File: config.mk
export PLATFORM = sky130hd
export DESIGN_NAME = jigsaw_net_tx_arbiter
export DESIGN_NICKNAME = d
export VERILOG_FILES = /design/src/rtl/jigsaw_pkg.sv /design/src/rtl/jigsaw_axis_skid.sv /design/src/rtl/jigsaw_net_tx_arbiter.sv
export SDC_FILE = /design/constraint.sdc
export NUM_CORES = 1
export LEC_CHECK = 0
export BUFFER_PORTS_ARGS = -buffer_cell sky130_fd_sc_hd__buf_4
export CAP_MARGIN = 20
export CORE_ASPECT_RATIO = 0.8
export CORE_MARGIN = 1
export CORE_UTILIZATION = 40
export CTS_CLUSTER_SIZE = 12
export DETAILED_ROUTE_END_ITERATION = 12
export HOLD_SLACK_MARGIN = 0.15
export PLACE_DENSITY_LB_ADDON = 0.1
export RECOVER_POWER = 50
export REMOVE_ABC_BUFFERS = 1
export SLEW_MARGIN = 0
export SYNTH_ARGS = -nofsm -noshare
export SYNTH_HDL_FRONTEND = slang
export SYNTH_SLANG_ARGS = --single-unit
File: constraint.sdc
create_clock -name aclk -period 4.1 [get_ports aclk]
set_clock_uncertainty 0.15 [all_clocks]
set_input_delay 0.615 -clock aclk [delete_from_list [all_inputs] [get_ports aclk]]
set_output_delay 0.615 -clock aclk [all_outputs]
set_load 0.1 [all_outputs]
File: src/rtl/jigsaw_pkg.sv
// Shared types and constants for the jigsaw host controller:
// arbiter state encoding, opcode values and packet header field positions.
package jigsaw_pkg;

  typedef enum logic [1:0] {
    ARB_IDLE,
    ARB_LOCK0,
    ARB_LOCK1
  } arb_state_t;

  localparam int unsigned JIGSAW_AXI_DATA_BITS = 136;

  localparam logic [1:0] OP_DMA_RD   = 2'd0;
  localparam logic [1:0] OP_DMA_WR   = 2'd1;
  localparam logic [1:0] OP_MMIO_RSP = 2'd2;

  localparam int unsigned HDR_OP_LSB   = 0;
  localparam int unsigned HDR_OP_W     = 2;
  localparam int unsigned HDR_TAG_LSB  = 8;
  localparam int unsigned HDR_TAG_W    = 8;
  localparam int unsigned HDR_LEN_LSB  = 16;
  localparam int unsigned HDR_LEN_W    = 16;
  localparam int unsigned HDR_ADDR_LSB = 32;
  localparam int unsigned HDR_ADDR_W   = 64;

  function automatic logic [HDR_OP_W-1:0] hdr_opcode(input logic [127:0] hdr);
    return hdr[HDR_OP_LSB +: HDR_OP_W];
  endfunction

  function automatic logic [HDR_LEN_W-1:0] hdr_length(input logic [127:0] hdr);
    return hdr[HDR_LEN_LSB +: HDR_LEN_W];
  endfunction

endpackage

File: src/rtl/jigsaw_axis_skid.sv
// Two-entry AXI4-Stream register slice for data/keep/last/user.
// Both s_ready and m_valid are pure register outputs.
module jigsaw_axis_skid #(
  parameter int unsigned DATA_W = 136,
  parameter int unsigned KEEP_W = 17
) (
  input  logic              clk,
  input  logic              rst_n,
  input  logic [DATA_W-1:0] s_data,
  input  logic [KEEP_W-1:0] s_keep,
  input  logic              s_last,
  input  logic              s_user,
  input  logic              s_valid,
  output logic              s_ready,
  output logic [DATA_W-1:0] m_data,
  output logic [KEEP_W-1:0] m_keep,
  output logic              m_last,
  output logic              m_user,
  output logic              m_valid,
  input  logic              m_ready,
  output logic              occupied
);

  localparam int unsigned PW = DATA_W + KEEP_W + 2;

  logic [PW-1:0] main_q;
  logic [PW-1:0] skid_q;
  logic          main_vld;
  logic          skid_vld;
  logic [PW-1:0] in_word;
  logic          in_fire;

  assign in_word = {s_data, s_keep, s_last, s_user};
  assign s_ready = ~skid_vld;
  assign in_fire = s_valid & ~skid_vld;

  // The skid entry only fills while the main entry is stalled, so a freed
  // main entry always refills from the skid first to keep beat order.
  always_ff @(posedge clk or negedge rst_n) begin
    if (!rst_n) begin
      main_q   <= '0;
      skid_q   <= '0;
      main_vld <= 1'b0;
      skid_vld <= 1'b0;
    end else if (!main_vld || m_ready) begin
      if (skid_vld) begin
        main_q   <= skid_q;
        main_vld <= 1'b1;
        skid_vld <= 1'b0;
      end else if (in_fire) begin
        main_q   <= in_word;
        main_vld <= 1'b1;
      end else begin
        main_vld <= 1'b0;
      end
    end else if (in_fire) begin
      skid_q   <= in_word;
      skid_vld <= 1'b1;
    end
  end

  assign {m_data, m_keep, m_last, m_user} = main_q;
  assign m_valid  = main_vld;
  assign occupied = main_vld | skid_vld;

endmodule

File: src/rtl/jigsaw_net_tx_arbiter.sv
// Packet-atomic 2:1 AXI4-Stream arbiter feeding network_out.
// Define JIGSAW_TX_RR_EN for round-robin; default is fixed priority with anti-starvation.
module jigsaw_net_tx_arbiter
  import jigsaw_pkg::*;
#(
  parameter int unsigned AXI_DATA_BITS = JIGSAW_AXI_DATA_BITS,
  parameter int unsigned KEEP_WIDTH    = AXI_DATA_BITS / 8,
  parameter int unsigned STARVE_LIMIT  = 4,
  parameter int unsigned CNT_WIDTH     = 32
) (
  input  logic                     aclk,
  input  logic                     aresetn,
  input  logic [AXI_DATA_BITS-1:0] s0_tdata,
  input  logic [KEEP_WIDTH-1:0]    s0_tkeep,
  input  logic                     s0_tvalid,
  input  logic                     s0_tlast,
  input  logic                     s0_tuser,
  output logic                     s0_tready,
  input  logic [AXI_DATA_BITS-1:0] s1_tdata,
  input  logic [KEEP_WIDTH-1:0]    s1_tkeep,
  input  logic                     s1_tvalid,
  input  logic                     s1_tlast,
  input  logic                     s1_tuser,
  output logic                     s1_tready,
  output logic [AXI_DATA_BITS-1:0] m_tdata,
  output logic [KEEP_WIDTH-1:0]    m_tkeep,
  output logic                     m_tvalid,
  output logic                     m_tlast,
  output logic                     m_tuser,
  input  logic                     m_tready,
  output logic [1:0]               grant,
  output logic                     busy,
  output logic [CNT_WIDTH-1:0]     pkt_cnt0,
  output logic [CNT_WIDTH-1:0]     pkt_cnt1
);

  arb_state_t state_q;
  arb_state_t state_d;

  logic                     arb_fire;
  logic                     pick1;
  logic                     slice_ready;
  logic                     slice_occupied;
  logic                     in_valid;
  logic [AXI_DATA_BITS-1:0] in_data;
  logic [KEEP_WIDTH-1:0]    in_keep;
  logic                     in_last;
  logic                     in_user;
  logic                     fire0;
  logic                     fire1;

  assign arb_fire = (state_q == ARB_IDLE) & (s0_tvalid | s1_tvalid);

`ifdef JIGSAW_TX_RR_EN
  logic last1_q;

  // Reset value makes src0 win the very first tie.
  assign pick1 = s1_tvalid & (~s0_tvalid | ~last1_q);

  always_ff @(posedge aclk or negedge aresetn) begin
    if (!aresetn) begin
      last1_q <= 1'b1;
    end else if (arb_fire) begin
      last1_q <= pick1;
    end
  end
`else
  localparam int unsigned SW = $clog2(STARVE_LIMIT + 1);

  logic [SW-1:0] starve_q;
  logic          starved;

  assign starved = (starve_q >= SW'(STARVE_LIMIT));
  assign pick1   = s1_tvalid & (~s0_tvalid | starved);

  always_ff @(posedge aclk or negedge aresetn) begin
    if (!aresetn) begin
      starve_q <= '0;
    end else if (arb_fire) begin
      if (pick1) begin
        starve_q <= '0;
      end else if (s1_tvalid && !starved) begin
        starve_q <= starve_q + SW'(1);
      end
    end
  end
`endif

  assign fire0 = (state_q == ARB_LOCK0) & s0_tvalid & slice_ready;
  assign fire1 = (state_q == ARB_LOCK1) & s1_tvalid & slice_ready;

  always_ff @(posedge aclk or negedge aresetn) begin
    if (!aresetn) begin
      state_q <= ARB_IDLE;
    end else begin
      state_q <= state_d;
    end
  end

  always_comb begin
    state_d = state_q;
    case (state_q)
      ARB_IDLE: begin
        if (arb_fire) begin
          state_d = pick1 ? ARB_LOCK1 : ARB_LOCK0;
        end
      end
      ARB_LOCK0: begin
        if (fire0 && s0_tlast) begin
          state_d = ARB_IDLE;
        end
      end
      ARB_LOCK1: begin
        if (fire1 && s1_tlast) begin
          state_d = ARB_IDLE;
        end
      end
      default: state_d = ARB_IDLE;
    endcase
  end

  always_comb begin
    in_valid = 1'b0;
    in_data  = s0_tdata;
    in_keep  = s0_tkeep;
    in_last  = s0_tlast;
    in_user  = s0_tuser;
    if (state_q == ARB_LOCK0) begin
      in_valid = s0_tvalid;
    end else if (state_q == ARB_LOCK1) begin
      in_valid = s1_tvalid;
      in_data  = s1_tdata;
      in_keep  = s1_tkeep;
      in_last  = s1_tlast;
      in_user  = s1_tuser;
    end
  end

  assign s0_tready = (state_q == ARB_LOCK0) & slice_ready;
  assign s1_tready = (state_q == ARB_LOCK1) & slice_ready;

  always_ff @(posedge aclk or negedge aresetn) begin
    if (!aresetn) begin
      pkt_cnt0 <= '0;
      pkt_cnt1 <= '0;
    end else begin
      if (fire0 && s0_tlast) begin
        pkt_cnt0 <= pkt_cnt0 + CNT_WIDTH'(1);
      end
      if (fire1 && s1_tlast) begin
        pkt_cnt1 <= pkt_cnt1 + CNT_WIDTH'(1);
      end
    end
  end

  jigsaw_axis_skid #(
    .DATA_W(AXI_DATA_BITS),
    .KEEP_W(KEEP_WIDTH)
  ) u_skid (
    .clk      (aclk),
    .rst_n    (aresetn),
    .s_data   (in_data),
    .s_keep   (in_keep),
    .s_last   (in_last),
    .s_user   (in_user),
    .s_valid  (in_valid),
    .s_ready  (slice_ready),
    .m_data   (m_tdata),
    .m_keep   (m_tkeep),
    .m_last   (m_tlast),
    .m_user   (m_tuser),
    .m_valid  (m_tvalid),
    .m_ready  (m_tready),
    .occupied (slice_occupied)
  );

  assign grant = {state_q == ARB_LOCK1, state_q == ARB_LOCK0};
  assign busy  = (state_q != ARB_IDLE) | slice_occupied;

endmodule
==> run summary, run 1 <==
The flow ran to the end, but the final reports show violations. The checks that failed: capacitance limit, slew limit. In this run, post-CTS repair resized a total of 0 instances. The die height came out at around 190 microns. From synthesis to final layout, the design area changed by 30.35%. The number of antenna violations at the first check in global routing is 0. The synthesized design spends more area on one cell type than any other, namely sky130_fd_sc_hd__dfrtp_1. The number of standard-cell rows in the floorplan is just under 70.

CTS built an H-tree with a depth of 2. The number of buffers created by CTS came out at 42. Power spread over the standard cell area amounts to between 900 and 1000 mW/mm^2. The number of nets still failing antenna checks after routing came out at 0. Setup repair after global routing left no endpoint under its margin. The slowest stage of the critical path is the sky130_fd_sc_hd__dfrtp_1 cell. After detailed routing, the total wire length is ~50000 microns.

Clock-pin slew was measured on the worst setup and hold paths at 0.06 ns. Data on the critical path arrives at its endpoint at roughly 2.5 ns. The number of different library cells used by synthesis comes to 35. The commonest cells after synthesis are 381 x sky130_fd_sc_hd__dfrtp_1, 177 x sky130_fd_sc_hd__nand2_1, 168 x sky130_fd_sc_hd__nor2_1. The leading cell type by number of instances after synthesis is sky130_fd_sc_hd__dfrtp_1. The count of final hold-check violations was 0. Before antenna repair, the detailed router went through 5 iterations. The tightest min-delay check is of the in -> reg type.

The total via count after detailed routing came out at about 14000. Of all flip-flops after synthesis, the portion carrying an async set or reset was between 90% and 100%. The number of synthesized flops with an enable pin is 0.

The first global-routing pass estimated around 77000 microns of wire. The sequential fraction of the synthesis area is 53.96%. The required time at the endpoint of the critical path came out at 3.34 ns. The shortest clock period the worst path allows after layout came out at roughly 3.2 ns. After legalization and detailed placement, the total HPWL measured between 30000 and 40000 microns.

At the later pin of the worst-skew pair, clock insertion delay measures roughly 0.56 ns. The flip-flop and latch count after synthesis came out at about 380. The number of sinks on the clock net came out at approximately 380. Static timing analysis puts the maximum clock frequency at 0.3104 GHz. The number of setup violations in the final report is 0. The floorplan step defined a core boundary enclosing 0.04339 sq mm. The final worst slack came out at 0.8779 ns. Timing analysis after detailed placement gives a worst setup slack of 1.345 ns. The area share of the largest cell type after synthesis came out at 53.96%. The worst-case IR drop observed on VDD is 0.4882 mV. The layout net count came out at 2459.

The all-layer global routing usage came out at 21.98%. The post-route netlist has slightly above 30% of its cells at a drive strength greater than 1. The type of the worst setup path is reg -> out.

Broken down by cell family, the worst path's largest delay share belongs to flip-flops. The worst setup path is captured at an output port. The routed wirelength normalized by instance count came out at between 15 and 20 microns. The synthesized netlist cell count came out at between 1500 and 2000.

Sorting the synthesized cells by area gives the leading types as sky130_fd_sc_hd__dfrtp_1 54%, sky130_fd_sc_hd__mux2_2 10%, sky130_fd_sc_hd__mux2i_1 8.8%. The footprint of the flip-flops and latches is around 0.0095 sq mm. The signal on the critical path passes through or4_1, buf_4. TritonCTS built the clock tree. Counting the fill cells in the layout gives a little under 4000. The leakage power of the design came out at between 10 and 15 nW.

The global route total overflow is 0. The netlist area before placement is between 0.015 and 0.02 sq mm. The die covers between 0.04 and 0.05 sq mm. The combined buffer and inverter count along the critical path came out at 1. The top-level I/O count is 540. The via count of the first global-routing pass is about 14000. In this run the mean area of a mapped cell was ~11 sq um. The most used flip-flop cell after synthesis is sky130_fd_sc_hd__dfrtp_1. Routability-driven placement finished with a final weighted congestion of 0.8350. The number of antenna diodes in the final layout is 0.

The delay of the slowest cell on the worst path came out at between 0.9 and 1 ns. The maximum number of buffers from clock root to sink came out at 3. STA classifies the critical path startpoint as a flip-flop. For the pin with the worst max-slew slack, the measured transition is ~1.6 ns. The average via count per standard cell is between 5 and 6. The number of design-rule violations left by the first detailed-router iteration came out at 848. Max-cap violations in this run came to 3. The pin count of the biggest net entering global routing is 165. The multi-input combinational cell area came out at 0.007597 sq mm.

The ratio of final minimum period to clock period came out at between 70% and 80%. The x dimension of the die is 237.0 microns. CTS placed an instance of sky130_fd_sc_hd__clkbuf_16 at the clock tree root. The count of buffers added on input and output ports is ~540.

The worst relative slew slack is -8.593%. In this run the worst path has a maximum fanout of between 40 and 50. The count of warnings emitted by yosys came out at 0. The remaining routing DRC violations came out at 0.

The initial standard-cell utilization of the core came out at about two fifths. The total power came out at between 20 and 25 mW. The number of pins exceeding their max-slew limit in the final report came to roughly 190.
-- path summary, 6_finish.rpt --
path	cells after the start	startpoint	slack, ns	to
min in group asynchronous	2	aresetn	0.56	u_skid.main_q[79]
setup / recovery	2	u_skid.skid_vld	0.88	busy
hold / removal	3	s1_tvalid	0.22	state_q[1]
max in group asynchronous	3	aresetn	1.13	u_skid.skid_q[116]
hold reg to reg	1	pkt_cnt1[31]	0.33	pkt_cnt1[31]
setup reg to reg	4	u_skid.skid_vld	0.95	pkt_cnt0[18]
-- cell usage in the layout, fill, tap and decap left out, types with 6 or more instances in the layout --
| cell | n |
|---|---|
| sky130_fd_sc_hd__buf_4 | 412 |
| sky130_fd_sc_hd__dfrtp_1 | 381 |
| sky130_fd_sc_hd__nand2_1 | 176 |
| sky130_fd_sc_hd__nor2_1 | 168 |
| sky130_fd_sc_hd__mux2_2 | 159 |
| sky130_fd_sc_hd__a21oi_1 | 156 |
| sky130_fd_sc_hd__o21ai_0 | 156 |
| sky130_fd_sc_hd__mux2i_1 | 155 |
| sky130_fd_sc_hd__clkbuf_1 | 143 |
| sky130_fd_sc_hd__xnor2_1 | 51 |
| sky130_fd_sc_hd__clkbuf_16 | 43 |
| sky130_fd_sc_hd__nand3_1 | 32 |
| sky130_fd_sc_hd__nand4_1 | 31 |
| sky130_fd_sc_hd__and3_1 | 12 |
| sky130_fd_sc_hd__xor2_1 | 11 |
| sky130_fd_sc_hd__clkbuf_8 | 11 |
| sky130_fd_sc_hd__inv_1 | 7 |
| sky130_fd_sc_hd__nor4_1 | 7 |
| sky130_fd_sc_hd__buf_12 | 6 |
-- tightest hold or removal path, cell delays in order --
cell                      delay, ns
sky130_fd_sc_hd__buf_4         0.13
sky130_fd_sc_hd__nand3_1       0.07
sky130_fd_sc_hd__a21oi_1       0.06
-- registers in the layout (all words and copies together) (netlist names) --
register and flops:
pkt_cnt0 32, pkt_cnt1 32, starve_q 3, state_q 2, u_skid.m_valid 1, u_skid.main_q 155, u_skid.skid_q 155, u_skid.skid_vld 1
-- per-layer routing --
metal,vias to the layer above,track usage [%],share of wire (%)
met2,388,36.39,49
met4,0,7.218,2.4
met3,63,4.658,5.6
li1,6706,-,-
met1,6869,28.76,43
met5,-,0,0
-- where the power goes --
group	switching, mW	internal (mW)	total [mW]	leakage (nW)
Combinational	8.80	2.44	11.2	5.85
Clock	1.55	2.26	3.80	0.688
Sequential	0.926	5.39	6.32	4.50
-- metrics by stage --
step                      hold slack, ns  TNS (ns)  util, %  instances  cell area (sq um)
after floorplan                   0.1694  -2472.00        -       1540              17170
after global placement            0.3194         0    51.11       2655              22180
after detailed placement          0.3202         0    51.11       2655              22180
after CTS                         0.1811         0    54.35       2730              23580
after global routing              0.2049         0    53.08       2731              23030
final                             0.2157         0    53.08       2731              23030
-- logic make-up after synthesis --
group | after synthesis | share of synthesized area (%)
simple gates | 459 | 11.90
flops | 381 | 53.96
compound gates | 314 | 8.936
mux | 314 | 18.91
buf+inv | 116 | 3.002
xor+xnor | 62 | 3.073
fa+ha+maj | 3 | 0.2125
-- what timing repair did --
action	4_1_cts	5_1_grt
hold buffers	1	0
setup buffers	0	0
endpoints found under the hold margin	99	0
setup endpoints to repair	0	0
-- area by class of cell --
cell class	instances	area share, %
repair buffers	557	16.41
inverters	7	0.1141
multi-input cells	1152	32.99
clock inverters	10	0.5595
flip-flops and latches	381	41.40
clock buffers	64	5.492
well taps	560	3.042
Note: power is estimated with default switching activity, not from simulation.
==> run 2, diff against run 1 <==
Settings changed: ABC_AREA set to 1.
Clock period 4.1 ns to 3.3 ns, I/O delays scaled along.
==> run summary, run 2 <==
The layout net count came out at 3665 (+49%). The flow ran to the end, but the final reports show violations. The cell accounting for the most synthesized area is sky130_fd_sc_hd__dfrtp_1. The global route total overflow is 0 (unchanged). The clock latency on the worst-skew pair came to 0.56 ns (about the same).

The total core area is 0.04708 sq mm (+8.5%). The maximum number of buffers from clock root to sink was 3 (unchanged). The worst path uses 86.42% of the clock period.

The combined buffer and inverter count along the critical path came out at 3 (+2). The number of sinks on the clock net came out at 381 (unchanged). Walking the worst path, the cells encountered are nor2_4, buf_4, buf_4, nand2_1, nand2_1, dlygate4sd3_1, nand2_1, o21ai_1. Counting instances in the post-synthesis netlist gives the leading cell types as 1405 x sky130_fd_sc_hd__nand2_1, 381 x sky130_fd_sc_hd__dfrtp_1, 232 x sky130_fd_sc_hd__inv_1.

The cell chosen for the clock root is sky130_fd_sc_hd__clkbuf_16. The worst IR drop on VDD is 1.178 mV (+140%). The top-level I/O count came out at 540 (unchanged). The leakage power of the design is 14.19 nW (+29%). The number of buffers created by CTS is 42 (unchanged).

The worst relative slew slack is -49.46% (-41 points). By area the synthesized netlist is led by sky130_fd_sc_hd__dfrtp_1 50%, sky130_fd_sc_hd__nand2_1 28%, sky130_fd_sc_hd__inv_1 4.6%. The pin count of the biggest net entering global routing is 160 (-3.0%). The shortest clock period the worst path allows after layout came out at about 2.9 ns. The x dimension of the die is 246.2 microns (+3.9%). The post-route non-filler standard cell count is 3998 (+46%).

The slowest stage of the critical path belongs to the cell sky130_fd_sc_hd__dlygate4sd3_1. The number of instances resized during post-cts repair came out at 0 (unchanged). The transition at the pin with the smallest max-transition slack came to 2.242 ns (+0.6130 ns). Setup repair after global routing left no endpoint under its margin.

The die height is 197.4 microns (+3.9%). The achievable frequency is about 0.35 GHz. The post-DP HPWL came to 41350 microns (+17%). The final weighted congestion in routability-driven placement came to 0.9086 (+8.8%). The critical path's most frequent cell is sky130_fd_sc_hd__nand2_1.

The overall die area was 0.04859 sq mm (+7.9%). The type of the worst setup path is reg -> reg. The number of pins exceeding their max-slew limit in the final report is 71 (-63%).

The initial standard-cell utilization of the core is 40.53% (-0.19 points). The delay of the slowest cell on the worst path was 0.56 ns (-0.37 ns). The routed wirelength normalized by instance count is 15.57 microns (-15%). The netlist area before placement is 0.01908 sq mm (+8.0%). The count of unique library cells instantiated by Yosys came to 29 (-17%). The wire length of the first global-routing pass came out at 98250 microns (+27%). The data arrival time at the worst-slack endpoint is 3.19 ns (+0.73 ns). The worst slack on hold paths came out at 0.1756 ns (-0.04017 ns).

The area share of the largest cell type after synthesis came out at 49.96% (-4.0 points). STA classifies the critical path endpoint as a flip-flop. The async set-or-reset flop fraction in the synthesized netlist came out at 100.0% (unchanged). The library cell used most frequently in the layout, excluding fill and tap cells, is sky130_fd_sc_hd__nand2_1. The average size of a mapped cell came out at 7.121 sq um (-34%).

The total cell area at the placement stage came out at 0.02366 sq mm (+6.7%). The worst hold path belongs to the class in -> reg. By instance count, the leading cell after synthesis is sky130_fd_sc_hd__nand2_1. In the layout the commonest cells are 1405 x sky130_fd_sc_hd__nand2_1, 453 x sky130_fd_sc_hd__buf_4, 381 x sky130_fd_sc_hd__dfrtp_1, 232 x sky130_fd_sc_hd__inv_1, 194 x sky130_fd_sc_hd__dlygate4sd3_1. The area growth from synthesis to layout is 39.24%. The remaining routing DRC violations came out at 0 (unchanged).

The number of standard-cell rows in the floorplan is 71 (+4.4%). The average via count per standard cell is 4.801 (-6.5%). In the synthesized netlist the dominant register cell turns out to be sky130_fd_sc_hd__dfrtp_1. The all-layer global routing usage came to 25.46% (+3.5 points). The via count of the first global-routing pass is 18190 (+32%). The count of final hold-check violations is 0 (unchanged). The number of setup violations in the final report is 0 (unchanged).

The share of post-route cells with drive strength above 1 is 16.11% (-14 points). The number of iterations in the first detailed-routing pass came out at 5 (unchanged). The total via count after detailed routing is 19190 (+37%). The flip-flop and latch count after synthesis came out at 381 (unchanged).

The ratio of total power to cell area was 1065 mW/mm^2 (+15%). The count of placed standard cells including taps is 3729 (+40%). On the critical path the largest part of the delay comes from buffers and inverters. The cell area after layout is 0.02657 sq mm (+15%). The number of nets still failing antenna checks after routing is 0 (unchanged). The max-cap violation count is 1 (-2). The sequential fraction of the synthesis area is 49.96% (-4.0 points). The clock input transition at the sequential cells of the worst setup and hold paths is 0.06 ns (about the same). The H-tree depth reported by CTS came out at 2 (unchanged). The peak fanout along the critical path is 55 (+15%). The count of warnings emitted by yosys is 0 (unchanged). The total routed wirelength is 62230 microns (+24%). The worst setup path is launched from a flip-flop. The number of design-rule violations left by the first detailed-router iteration came out at 1451 (+71%). The required time at the endpoint of the critical path came out at 3.64 ns (+0.30 ns). The number of buffers added on ports came out at 539 (unchanged). The buffers inserted during post-CTS setup optimization came to 0 (unchanged). The number of antenna violations at the first check in global routing came out at 1 (+1). The number of synthesized flops with an enable pin came out at 0 (unchanged). TritonCTS built the clock tree. The synthesized netlist cell count was 2680 (+63%). The minimum setup slack among reg-to-reg paths came out at 0.45 ns (-0.50 ns). The largest registers in the layout are u_skid.main_q (155), u_skid.skid_q (155). The checks that failed: capacitance limit, slew limit.
[run 2: repair_timing]
item	4_1_cts	5_1_grt
setup endpoints to repair	0	0
hold buffers	194	0
endpoints found under the hold margin	169	0
[run 2: stage by stage]
step           utilization, %  setup WS, ns   TNS, ns  total power [mW]
3_3_place_gp            50.26        0.9680         0             23.12
2_1_floorplan               -        -10.64  -2736.95             19.43
4_1_cts                 57.25        0.4621         0             28.95
3_5_place_dp            50.26        0.8614         0             23.37
5_1_grt                 56.44        0.1627         0             29.99
6_report                56.44        0.4483         0             28.30
[run 2: final timing paths]
check | to | depth (start not counted) | start
max | u_skid.skid_q[49] | 8 | state_q[0]
min | u_skid.skid_q[3] | 5 | s1_tkeep[1]
max reg2reg | u_skid.skid_q[49] | 8 | state_q[0]
min reg2reg | u_skid.main_q[61] | 2 | u_skid.main_q[61]
max in group asynchronous | u_skid.main_q[91] | 3 | aresetn
min in group asynchronous | u_skid.skid_q[91] | 2 | aresetn
[run 2: area by class of cell]
cell class,count,area (sq um)
clock inverter,11,111.4
timing repair buffer,759,5946
antenna,1,2.502
inverter,237,902.1
sequential,381,9534
multi-input combinational,1926,8059
tap,620,775.7
clock buffer,63,1241
fill,4462,20510
[run 2: metal layers]
metal	global-route usage [%]	up-vias	routed length, microns
met1	34.69	9001	27330
met2	40.69	565	29050
li1	-	9514	-
met3	4.755	114	3921
met5	0	-	0
met4	8.558	0	1927
[run 2: report_power, final]
| group | internal [mW] | switching, mW |
|---|---|---|
| Clock | 2.75 | 1.92 |
| Sequential | 6.61 | 0.872 |
| Combinational | 3.62 | 12.5 |
[run 2: kinds of logic after synthesis]
kind of cell             after synthesis  synth area share [%]
AND/OR/NAND/NOR                     1562                 31.63
adder cells (fa/ha/maj)                3                0.1967
multiplexers                           1               0.05900
AO/OA/AOI/OAI                        320                 8.419
buffers and inverters                373                 7.901
XOR/XNOR                              40                 1.836
flip-flops                           381                 49.96
[run 2: worst register-to-register path, cell delays in order (launching register included)]
cell,delay [ns]
sky130_fd_sc_hd__dfrtp_1,0.44
sky130_fd_sc_hd__nor2_4,0.19
sky130_fd_sc_hd__buf_4,0.51
sky130_fd_sc_hd__buf_4,0.53
sky130_fd_sc_hd__nand2_1,0.15
sky130_fd_sc_hd__nand2_1,0.13
sky130_fd_sc_hd__dlygate4sd3_1,0.56
sky130_fd_sc_hd__nand2_1,0.05
sky130_fd_sc_hd__o21ai_1,0.09
